===== config.mk =====
export PLATFORM = sky130hd
export DESIGN_NAME = mult_div_unit
export DESIGN_NICKNAME = d
export VERILOG_FILES = /design/src/rtl/mult_div_unit_pkg.sv /design/src/rtl/mult_div_unit_md_step.sv /design/src/rtl/mult_div_unit.sv
export SDC_FILE = /design/constraint.sdc
export NUM_CORES = 1
export LEC_CHECK = 0
export ABC_AREA = 1
export CAP_MARGIN = 0
export CORE_MARGIN = 2
export CORE_UTILIZATION = 30
export CTS_BUF_LIST = sky130_fd_sc_hd__clkbuf_8 sky130_fd_sc_hd__clkbuf_16
export DETAILED_ROUTE_END_ITERATION = 10
export HOLD_SLACK_MARGIN = 0.05
export PLACE_DENSITY = 0.55
export SYNTH_ARGS = -nofsm -noshare
export SYNTH_HDL_FRONTEND = slang
export SYNTH_HIERARCHICAL = 1
export SYNTH_SLANG_ARGS = --single-unit
export TNS_END_PERCENT = 5

===== constraint.sdc =====
create_clock -name clk -period 5.7 [get_ports clk]
set_input_delay 1.425 -clock clk [delete_from_list [all_inputs] [get_ports clk]]
set_output_delay 1.425 -clock clk [all_outputs]
set_load 0.005 [all_outputs]

===== src/rtl/mult_div_unit_pkg.sv =====
// Shared constants for the iterative multiply/divide unit: FSM state encodings,
// operand width and start-to-done latency so the control unit can size its wait states.
package mult_div_unit_pkg;

    localparam int MD_WIDTH   = 32;
    localparam int MD_CNT_W   = 6;
    localparam int MD_LATENCY = 33;

    localparam logic [1:0] ST_IDLE = 2'd0;
    localparam logic [1:0] ST_MULT = 2'd1;
    localparam logic [1:0] ST_DIV  = 2'd2;
    localparam logic [1:0] ST_DONE = 2'd3;

endpackage


===== src/rtl/mult_div_unit_md_step.sv =====
// One combinational iteration of the unit: a radix-2 Booth add/sub with arithmetic
// shift, and a restoring-division trial subtract with left shift.
module md_step #(
    parameter int WIDTH = 32
) (
    input  logic [WIDTH:0]   acc_i,
    input  logic [WIDTH-1:0] q_i,
    input  logic             qm1_i,
    input  logic [WIDTH:0]   m_i,
    output logic [WIDTH:0]   booth_acc_o,
    output logic [WIDTH-1:0] booth_q_o,
    output logic             booth_qm1_o,
    output logic [WIDTH-1:0] div_rem_o,
    output logic [WIDTH-1:0] div_quo_o
);

    // Accumulator carries one guard bit so a -2**(WIDTH-1) multiplicand cannot overflow.
    logic [WIDTH:0] sum;

    always_comb begin
        case ({q_i[0], qm1_i})
            2'b01:   sum = acc_i + m_i;
            2'b10:   sum = acc_i - m_i;
            default: sum = acc_i;
        endcase
    end

    assign booth_acc_o = {sum[WIDTH], sum[WIDTH:1]};
    assign booth_q_o   = {sum[0], q_i[WIDTH-1:1]};
    assign booth_qm1_o = q_i[0];

    // Remainder lives in acc_i[WIDTH-1:0]; the dividend shifts out of q_i as quotient bits shift in.
    logic [WIDTH:0]   shifted;
    logic [WIDTH+1:0] diff;

    assign shifted   = {acc_i[WIDTH-1:0], q_i[WIDTH-1]};
    assign diff      = {1'b0, shifted} - {2'b00, m_i[WIDTH-1:0]};
    assign div_rem_o = diff[WIDTH+1] ? shifted[WIDTH-1:0] : diff[WIDTH-1:0];
    assign div_quo_o = {q_i[WIDTH-2:0], ~diff[WIDTH+1]};

endmodule


===== src/rtl/mult_div_unit.sv =====
// Iterative signed multiply/divide unit (WIDTH steps per operation).
// Optional MULTDIV_UNSIGNED_EN adds isUnsigned for multu/divu.
module mult_div_unit
    import mult_div_unit_pkg::*;
#(
    parameter int WIDTH = MD_WIDTH,
    parameter int CNT_W = MD_CNT_W
) (
    input  logic             clk,
    input  logic             reset,
    input  logic             initMult,
    input  logic             initDiv,
`ifdef MULTDIV_UNSIGNED_EN
    input  logic             isUnsigned,
`endif
    input  logic [WIDTH-1:0] Avalue,
    input  logic [WIDTH-1:0] Bvalue,
    output logic [WIDTH-1:0] hi,
    output logic [WIDTH-1:0] lo,
    output logic             busy,
    output logic             done,
    output logic             divByZero,
    output logic [1:0]       dbg_state
);

    // Handshake: a start pulse is accepted only on an edge where busy=0; done is a
    // one-cycle pulse with hi/lo/divByZero valid, and the unit is idle on the next edge.
    logic             uns;
`ifdef MULTDIV_UNSIGNED_EN
    assign uns = isUnsigned;
`else
    assign uns = 1'b0;
`endif

    logic [1:0]       state_q, state_d;
    logic [CNT_W-1:0] cnt_q, cnt_d;
    logic [WIDTH:0]   acc_q, acc_d;
    logic [WIDTH-1:0] q_q, q_d;
    logic             qm1_q, qm1_d;
    logic [WIDTH:0]   m_q, m_d;
    logic             neg_quo_q, neg_quo_d;
    logic             neg_rem_q, neg_rem_d;
    logic             fix_q, fix_d;
    logic [WIDTH-1:0] hi_q, hi_d;
    logic [WIDTH-1:0] lo_q, lo_d;
    logic             dbz_q, dbz_d;

    logic [WIDTH:0]   booth_acc;
    logic [WIDTH-1:0] booth_q;
    logic             booth_qm1;
    logic [WIDTH-1:0] div_rem;
    logic [WIDTH-1:0] div_quo;
    logic             last_step;
    logic             a_neg, b_neg;

    md_step #(.WIDTH(WIDTH)) u_step (
        .acc_i       (acc_q),
        .q_i         (q_q),
        .qm1_i       (qm1_q),
        .m_i         (m_q),
        .booth_acc_o (booth_acc),
        .booth_q_o   (booth_q),
        .booth_qm1_o (booth_qm1),
        .div_rem_o   (div_rem),
        .div_quo_o   (div_quo)
    );

    assign last_step = (cnt_q == CNT_W'(WIDTH - 1));
    assign a_neg     = ~uns & Avalue[WIDTH-1];
    assign b_neg     = ~uns & Bvalue[WIDTH-1];

    always_comb begin
        state_d   = state_q;
        cnt_d     = cnt_q;
        acc_d     = acc_q;
        q_d       = q_q;
        qm1_d     = qm1_q;
        m_d       = m_q;
        neg_quo_d = neg_quo_q;
        neg_rem_d = neg_rem_q;
        fix_d     = fix_q;
        hi_d      = hi_q;
        lo_d      = lo_q;
        dbz_d     = dbz_q;
        case (state_q)
            ST_IDLE: begin
                if (initMult) begin
                    state_d = ST_MULT;
                    cnt_d   = '0;
                    acc_d   = '0;
                    q_d     = Bvalue;
                    qm1_d   = 1'b0;
                    m_d     = {a_neg, Avalue};
                    // Booth reads an unsigned multiplier with MSB set as negative; add A back into hi.
                    fix_d   = uns & Bvalue[WIDTH-1];
                    dbz_d   = 1'b0;
                end else if (initDiv) begin
                    if (Bvalue == '0) begin
                        state_d = ST_DONE;
                        dbz_d   = 1'b1;
                    end else begin
                        state_d   = ST_DIV;
                        cnt_d     = '0;
                        acc_d     = '0;
                        q_d       = a_neg ? -Avalue : Avalue;
                        m_d       = {1'b0, (b_neg ? -Bvalue : Bvalue)};
                        neg_quo_d = a_neg ^ b_neg;
                        neg_rem_d = a_neg;
                        dbz_d     = 1'b0;
                    end
                end
            end
            ST_MULT: begin
                acc_d = booth_acc;
                q_d   = booth_q;
                qm1_d = booth_qm1;
                cnt_d = cnt_q + CNT_W'(1);
                if (last_step) begin
                    state_d = ST_DONE;
                    hi_d    = booth_acc[WIDTH-1:0] + (fix_q ? m_q[WIDTH-1:0] : '0);
                    lo_d    = booth_q;
                end
            end
            ST_DIV: begin
                acc_d = {1'b0, div_rem};
                q_d   = div_quo;
                cnt_d = cnt_q + CNT_W'(1);
                if (last_step) begin
                    state_d = ST_DONE;
                    lo_d    = neg_quo_q ? -div_quo : div_quo;
                    hi_d    = neg_rem_q ? -div_rem : div_rem;
                end
            end
            default: state_d = ST_IDLE;
        endcase
    end

    always_ff @(posedge clk or negedge reset) begin
        if (!reset) begin
            state_q   <= ST_IDLE;
            cnt_q     <= '0;
            acc_q     <= '0;
            q_q       <= '0;
            qm1_q     <= 1'b0;
            m_q       <= '0;
            neg_quo_q <= 1'b0;
            neg_rem_q <= 1'b0;
            fix_q     <= 1'b0;
            hi_q      <= '0;
            lo_q      <= '0;
            dbz_q     <= 1'b0;
        end else begin
            state_q   <= state_d;
            cnt_q     <= cnt_d;
            acc_q     <= acc_d;
            q_q       <= q_d;
            qm1_q     <= qm1_d;
            m_q       <= m_d;
            neg_quo_q <= neg_quo_d;
            neg_rem_q <= neg_rem_d;
            fix_q     <= fix_d;
            hi_q      <= hi_d;
            lo_q      <= lo_d;
            dbz_q     <= dbz_d;
        end
    end

    assign hi        = hi_q;
    assign lo        = lo_q;
    assign divByZero = dbz_q;
    assign busy      = (state_q != ST_IDLE);
    assign done      = (state_q == ST_DONE);
    assign dbg_state = state_q;

endmodule


* After elaboration in Yosys (flattened, before gate mapping)
Index checks and enable logic that the tools add are counted. W data, S select, Z words.
Operators by class: bitwise logic cells 4, equal/unequal tests 13, muxes and demuxes 37, add/subtract/negate cells 8, reduce and logical (&&, ||, !) cells 17
Operators with widths (count):
- $mux W32 | 12
- $mux W33 | 6
- $neg A32 Y32 | 4
- $pmux W32 S2 | 2
- $pmux W33 S3 | 1
- $pmux W32 S3 | 1
- $pmux W33 S2 | 1
- $sub A33 B32 Y34 | 1
- $add A33 B33 Y33 | 1
- $sub A33 B33 Y33 | 1
- $logic_not A32 Y1 | 1
- $mux W6 | 3
- $pmux W6 S2 | 1
- $reduce_and A3 Y1 | 4
- $reduce_bool A2 Y1 | 5
- $ne A2 B2 Y1 const B | 4
- $add A6 B1 Y6 const B | 1
- $eq A2 B2 Y1 const B | 3
- $eq A6 B5 Y1 const B | 1
- $mux W2 | 3
- $ne A3 B3 Y1 const B | 2
- $reduce_and A2 Y1 | 3
- $mux W1 | 5
- $eq A2 B1 Y1 const B | 2
- other kinds (9) | 11
Storage, ports and cells: input port bits 68, register bits after elaboration 174, word-level logic and storage cells 90

* Logic depth before layout (Yosys ltp)
word-level depth 6, gate-level depth with buffers 30, depth with buffers taken out 30

* By module
The synthesis kept the hierarchy.
Modules (own cells, without submodules):
- mult_div_unit | area an instance 12378.1 µm², instances 1, cells each 1931
- md_step | area an instance 7257.0 µm², instances 1, cells each 1475

* Worst setup path before layout
OpenSTA, ideal clock, no wires.
path type register -> register, start point register m_q[1], end point register hi_q[31], in the netlist hi[31], buffers on the path 0, stages on the path, launching flop included 25, setup time 0.118 ns, period minus slack after synthesis 3.227 ns, data arrival time 3.109 ns, slack 2.473 ns, cells stage by stage dfrtp_1 inv_1 ha_1 nand3_1 nor2_1 nand2_1 o21ai_0 o21ai_0 xor2_1 ha_1 nand2_1 inv_1 a21oi_1 nand2_1 nand2_1 nand2_1 a21oi_1 nand2_1 nand3_1 nand2_1 inv_1 o21a_1 nand3_1 nand3_1 nand2_1
RTL lines:
- from (decl) | RTL line mult_div_unit.sv:40 | logic [WIDTH:0] m_q, m_d;
- from (signal assigned) | RTL line mult_div_unit.sv:158 | m_q <= m_d;
- $sub A33 B33 Y33 or $add A33 B33 Y33 (tied branches) | RTL line mult_div_unit_md_step.sv:23, mult_div_unit_md_step.sv:22
- $pmux W33 S2 (*) | RTL line mult_div_unit_md_step.sv:21 | case ({q_i[0], qm1_i})
- via booth_acc[31] | RTL line mult_div_unit.sv:48 | logic [WIDTH:0] booth_acc;
- $mux W32 (*) | RTL line mult_div_unit.sv:118 | if (last_step) begin
- $pmux W32 S2 (*) | RTL line mult_div_unit.sv:85 | case (state_q)
- to (signal assigned) | RTL line mult_div_unit.sv:162 | hi_q <= hi_d;
- to (decl) | RTL line mult_div_unit.sv:44 | logic [WIDTH-1:0] hi_q, hi_d;
Mark *: on every way through the listed nets, which the timed path passes. The rest lies on a longest branch. The select of a mux whose other input is x is not followed. A chain may end at the register's enable or synchronous reset.

* Worst setup path in the final report
start point register m_q[20], end point register hi_q[23], in the netlist hi[23]
On the way: word-level cells in the longest chain between the ends 6
RTL lines:
- $sub A33 B32 Y34 | RTL line mult_div_unit_md_step.sv:37 | assign diff = {1'b0, shifted} - {2'b00, m_i[WIDTH-1:0]};
- $mux W32 | RTL line mult_div_unit_md_step.sv:38 | assign div_rem_o = diff[WIDTH+1] ? shifted[WIDTH-1:0] : diff[WIDTH-1:0];
- via div_rem[5] | RTL line mult_div_unit.sv:51 | logic [WIDTH-1:0] div_rem;
- $neg A32 Y32 | RTL line mult_div_unit.sv:131 | hi_d = neg_rem_q ? -div_rem : div_rem;
- $mux W32 | RTL line mult_div_unit.sv:131
- $mux W32 | RTL line mult_div_unit.sv:128 | if (last_step) begin
- $pmux W32 S2 | RTL line mult_div_unit.sv:85
The timed path passes the listed nets, and every way through them passes these cells. The select of a mux whose other input is x is not followed.

==> impl_metrics.toml <==
[finish]
fin_nets = 3550
final_area_mm2 = 0.0219
areaGrowthSynthToFinish_pct = 11.3
final_layout_size_suffix_gt1_share_pct = 3.74
fillers = 7376

[worst_hold_path]
hold_path.class = "reg2reg"
worstHoldStart = "lo[4]$_DFFE_PN0P_"

[global_route]
grt_pass1_vias = 20056
grt_pass1_wl_mm = 120
grt_max_degree = 96
grt_overflow = 0
grt_use_total_pct = 23.3
antenna_found_initial = 2

[sta]
setup_violations = 0
finalSetupTns_ns = 0
fmax_mhz = 223
finClkSkew_ns = 0.0134
fin_crit_sh_pct = 78.7
min_period_ns = 4.49
maxSlewHeadroom_pct = 13.6
whs_ns = 0.477
grt_setup_unrepaired = "false"
final-hold-violation-count = 0
setup_ws_ns = 1.21
slew_viol_final = 0
worstMarginPinSlew_ns = 1.28

[synth]
ys_ff_latch = 174
yosysSeqAreaShare_pct = 22.2
avgSynthCellArea_um2 = 5.76
post-synth-top-area-cell = "nand2_1"
netlist_area_mm2 = 0.0196
synth_edf_count = 0
yosys-top-cells-area = "nand2_1 23%, dfrtp_1 22%, inv_1 8.8%"
syn_inst = 3406
synth_ff_type = "dfrtp_1"
async_flop_share_pct = 100
synth-warning-count = 6
synth_top_area_share_pct = 23.4
synth_cell_types = 55
syn-num-nets = 3551

[clock_network]
ctsHoldBuffers = 0
clk_pin_slew_ns = 0.07
post-cts-setup-buffers = 0
cts_max_level = 4
clock_sinks = 174
clock_latency_ns = 0.50
cts_made_buffers = 17
tritoncts = "built"
cts_buffer_depth = 2
post_cts_resized = 0
clockRootBuffer = "clkbuf_16"

[critical_path]
cp_top_family = "simple AND/OR/NAND/NOR gates"
max_stage_delay_ns = 0.48
cp-end-kind = "flip-flop"
worst_path_max_delay_cell = "nand3_4"
r2r-start = "m_q[20]$_DFFE_PN0P_"
path_cells = "inv_1, ha_1, nand2_1, inv_1, nand2_1, nand2_1, a21oi_1, nor2_1, nor2_4, nand3_4, nand2_1, o21ai_1, nor2_1, nand2_1, nor2_1, nand3b_1, nor2_1, nand2_1, nand2_2, nand3_1, o211ai_1, nand2_1"
cp_max_fo = 41
crit_arrival_ns = 4.87
critPathRequiredTime_ns = 6.08
cp_common_cell = "nand2_1"
cp_num_buf_inv = 2
critPathLaunch = "m_q[20]$_DFFE_PN0P_"
crit_type = "reg2reg"
cp-start-kind = "flip-flop"

[die]
initial_core_util_pct = 30.4
rows = 93
die_area_mm2 = 0.0675
die_h_um = 260
coreArea_mm2 = 0.0646
dieWidth_um = 260
ios = 137

[place]
pre_cts_slack_ns = 1.22
dp_hpwl_mm = 63.5
place.gp.congestion = 0.981
placed_area_mm2 = 0.0213
port_buffers = 136

[route]
wl_per_cell_um = 18.4
dr_total_vias = 21512
routed_wl_mm = 78.6
drc = 0
drt_iter0_drc = 1889
drt-vias-per-instance = 5.03
antenna_left = 0
dr.pass1.iters = 7

[job]
maxCapViolCount = 0

[outcome]
status = "finished, final reports clean"

[power_and_ir_drop]
leakagePower_nw = 11.2
powerDensity_mw_per_mm2 = 643
ir_worst_vdd_mv = 0.423
-- layout make-up --
cell class / instances / area (um^2) / area share, %
clock buffer: 19 / 453 / 2.07
antenna: 1 / 2.50 / 0.0115
multi-input combinational: 2580 / 12500 / 57.2
inverter: 476 / 1790 / 8.18
sequential: 174 / 4350 / 19.9
clock inverter: 13 / 143 / 0.653
tap: 855 / 1070 / 4.90
timing repair buffer: 156 / 1550 / 7.11
-- logic make-up after synthesis --
logic type | synth area share (%)
DFF | 22.2
and+or+nand+nor | 41.1
AOI/OAI and AO/OA | 14.3
xor gates and xnor gates | 3.03
adders and majority gates | 4.98
buffers and inverters | 14.4
-- path summary, 6_finish.rpt --
path	to	slack, ns	cells after the start
min	lo[4]$_DFFE_PN0P_	0.48	1
max in group asynchronous	lo[29]$_DFFE_PN0P_	3.71	2
max	hi[23]$_DFFE_PN0P_	1.21	22
max reg2reg	hi[23]$_DFFE_PN0P_	1.21	22
min in group asynchronous	m_q[7]$_DFFE_PN0P_	0.96	1
min reg2reg	lo[4]$_DFFE_PN0P_	0.48	1
-- sequential cells by signal (all words and copies together) (netlist names) --
name,count
qm1_q,1
m_q,33
acc_q,33
neg_rem_q,1
lo,32
divByZero,1
cnt_q,6
neg_quo_q,1
hi,32
q_q,32
dbg_state,2
-- layer usage --
| metal | up-vias | GRT usage [%] | wire (um) |
|---|---|---|---|
| met5 | - | 0 | 0 |
| met4 | 0 | 8.52 | 2620 |
| met3 | 110 | 2.47 | 4170 |
| met2 | 687 | 39.5 | 37300 |
| met1 | 9919 | 30.4 | 34500 |
| li1 | 10796 | - | - |
-- worst register-to-register path: stages (launching register included) --
cell and delay, ns:
dfrtp_1 0.38, inv_1 0.22, ha_1 0.35, nand2_1 0.17, inv_1 0.06, nand2_1 0.06
nand2_1 0.07, a21oi_1 0.19, nor2_1 0.10, nor2_4 0.30, nand3_4 0.48, nand2_1 0.27
o21ai_1 0.19, nor2_1 0.21, nand2_1 0.07, nor2_1 0.22, nand3b_1 0.21, nor2_1 0.25
nand2_1 0.13, nand2_2 0.16, nand3_1 0.12, o211ai_1 0.10, nand2_1 0.07
-- cells in the final DEF (no fill, tap or decap), drive strengths merged, types with 9 or more instances in the layout --
| cell type | netlist | layout |
|---|---|---|
| clkbuf | 48 | 20 |
| nand3 | 261 | 261 |
| or2 | 15 | 15 |
| a21oi | 149 | 149 |
| o21a | 11 | 11 |
| dfrtp | 174 | 174 |
| nand4 | 42 | 42 |
| nor3 | 32 | 32 |
| clkdlybuf4s50 | 0 | 135 |
| o22ai | 17 | 17 |
| xor2 | 59 | 59 |
| o21ai | 231 | 231 |
| ha | 75 | 75 |
| nand3b | 22 | 22 |
| xnor2 | 9 | 9 |
| buf | 128 | 20 |
| a22oi | 9 | 9 |
| nor2 | 325 | 325 |
| clkinv | 4 | 9 |
| o211ai | 48 | 48 |
| inv | 472 | 479 |
| nand2 | 1230 | 1230 |
-- report_power, final --
group	internal [mW]	switching, mW	total, mW	leakage, nW
logic	3.15	7.45	10.6	8.61
clock network	0.606	0.624	1.23	0.289
registers	1.59	0.628	2.22	2.30
total	5.34	8.71	14.0	11.2
-- cell usage after synthesis, types with 8 or more instances --
| cell type | n |
|---|---|
| nor3_1 | 28 |
| nor2_2 | 13 |
| inv_1 | 462 |
| o221ai_1 | 8 |
| nand3_2 | 12 |
| ha_1 | 75 |
| o21a_1 | 11 |
| nor2_1 | 310 |
| o21ai_0 | 190 |
| nand2_1 | 1225 |
| o21ai_1 | 40 |
| nand3b_1 | 21 |
| xnor2_1 | 9 |
| xor2_1 | 59 |
| nand4_1 | 42 |
| buf_6 | 8 |
| nand3_1 | 248 |
| buf_2 | 25 |
| dfrtp_1 | 174 |
| inv_2 | 10 |
| buf_4 | 76 |
| or2_2 | 15 |
| a21oi_1 | 147 |
| clkbuf_1 | 48 |
| o211ai_1 | 44 |
| a22oi_1 | 9 |
| buf_1 | 19 |
| o22ai_1 | 17 |
-- through the flow --
step / total power, mW / std cells / util [%]
2_1_floorplan: 9.80 / 3406 / -
3_3_place_gp: 12.7 / 4241 / 32.9
3_5_place_dp: 12.7 / 4241 / 32.9
4_1_cts: 14.0 / 4273 / 33.8
5_1_grt: 15.4 / 4273 / 33.8
6_report: 14.0 / 4274 / 33.8
Power figures use the tool's default switching activity.
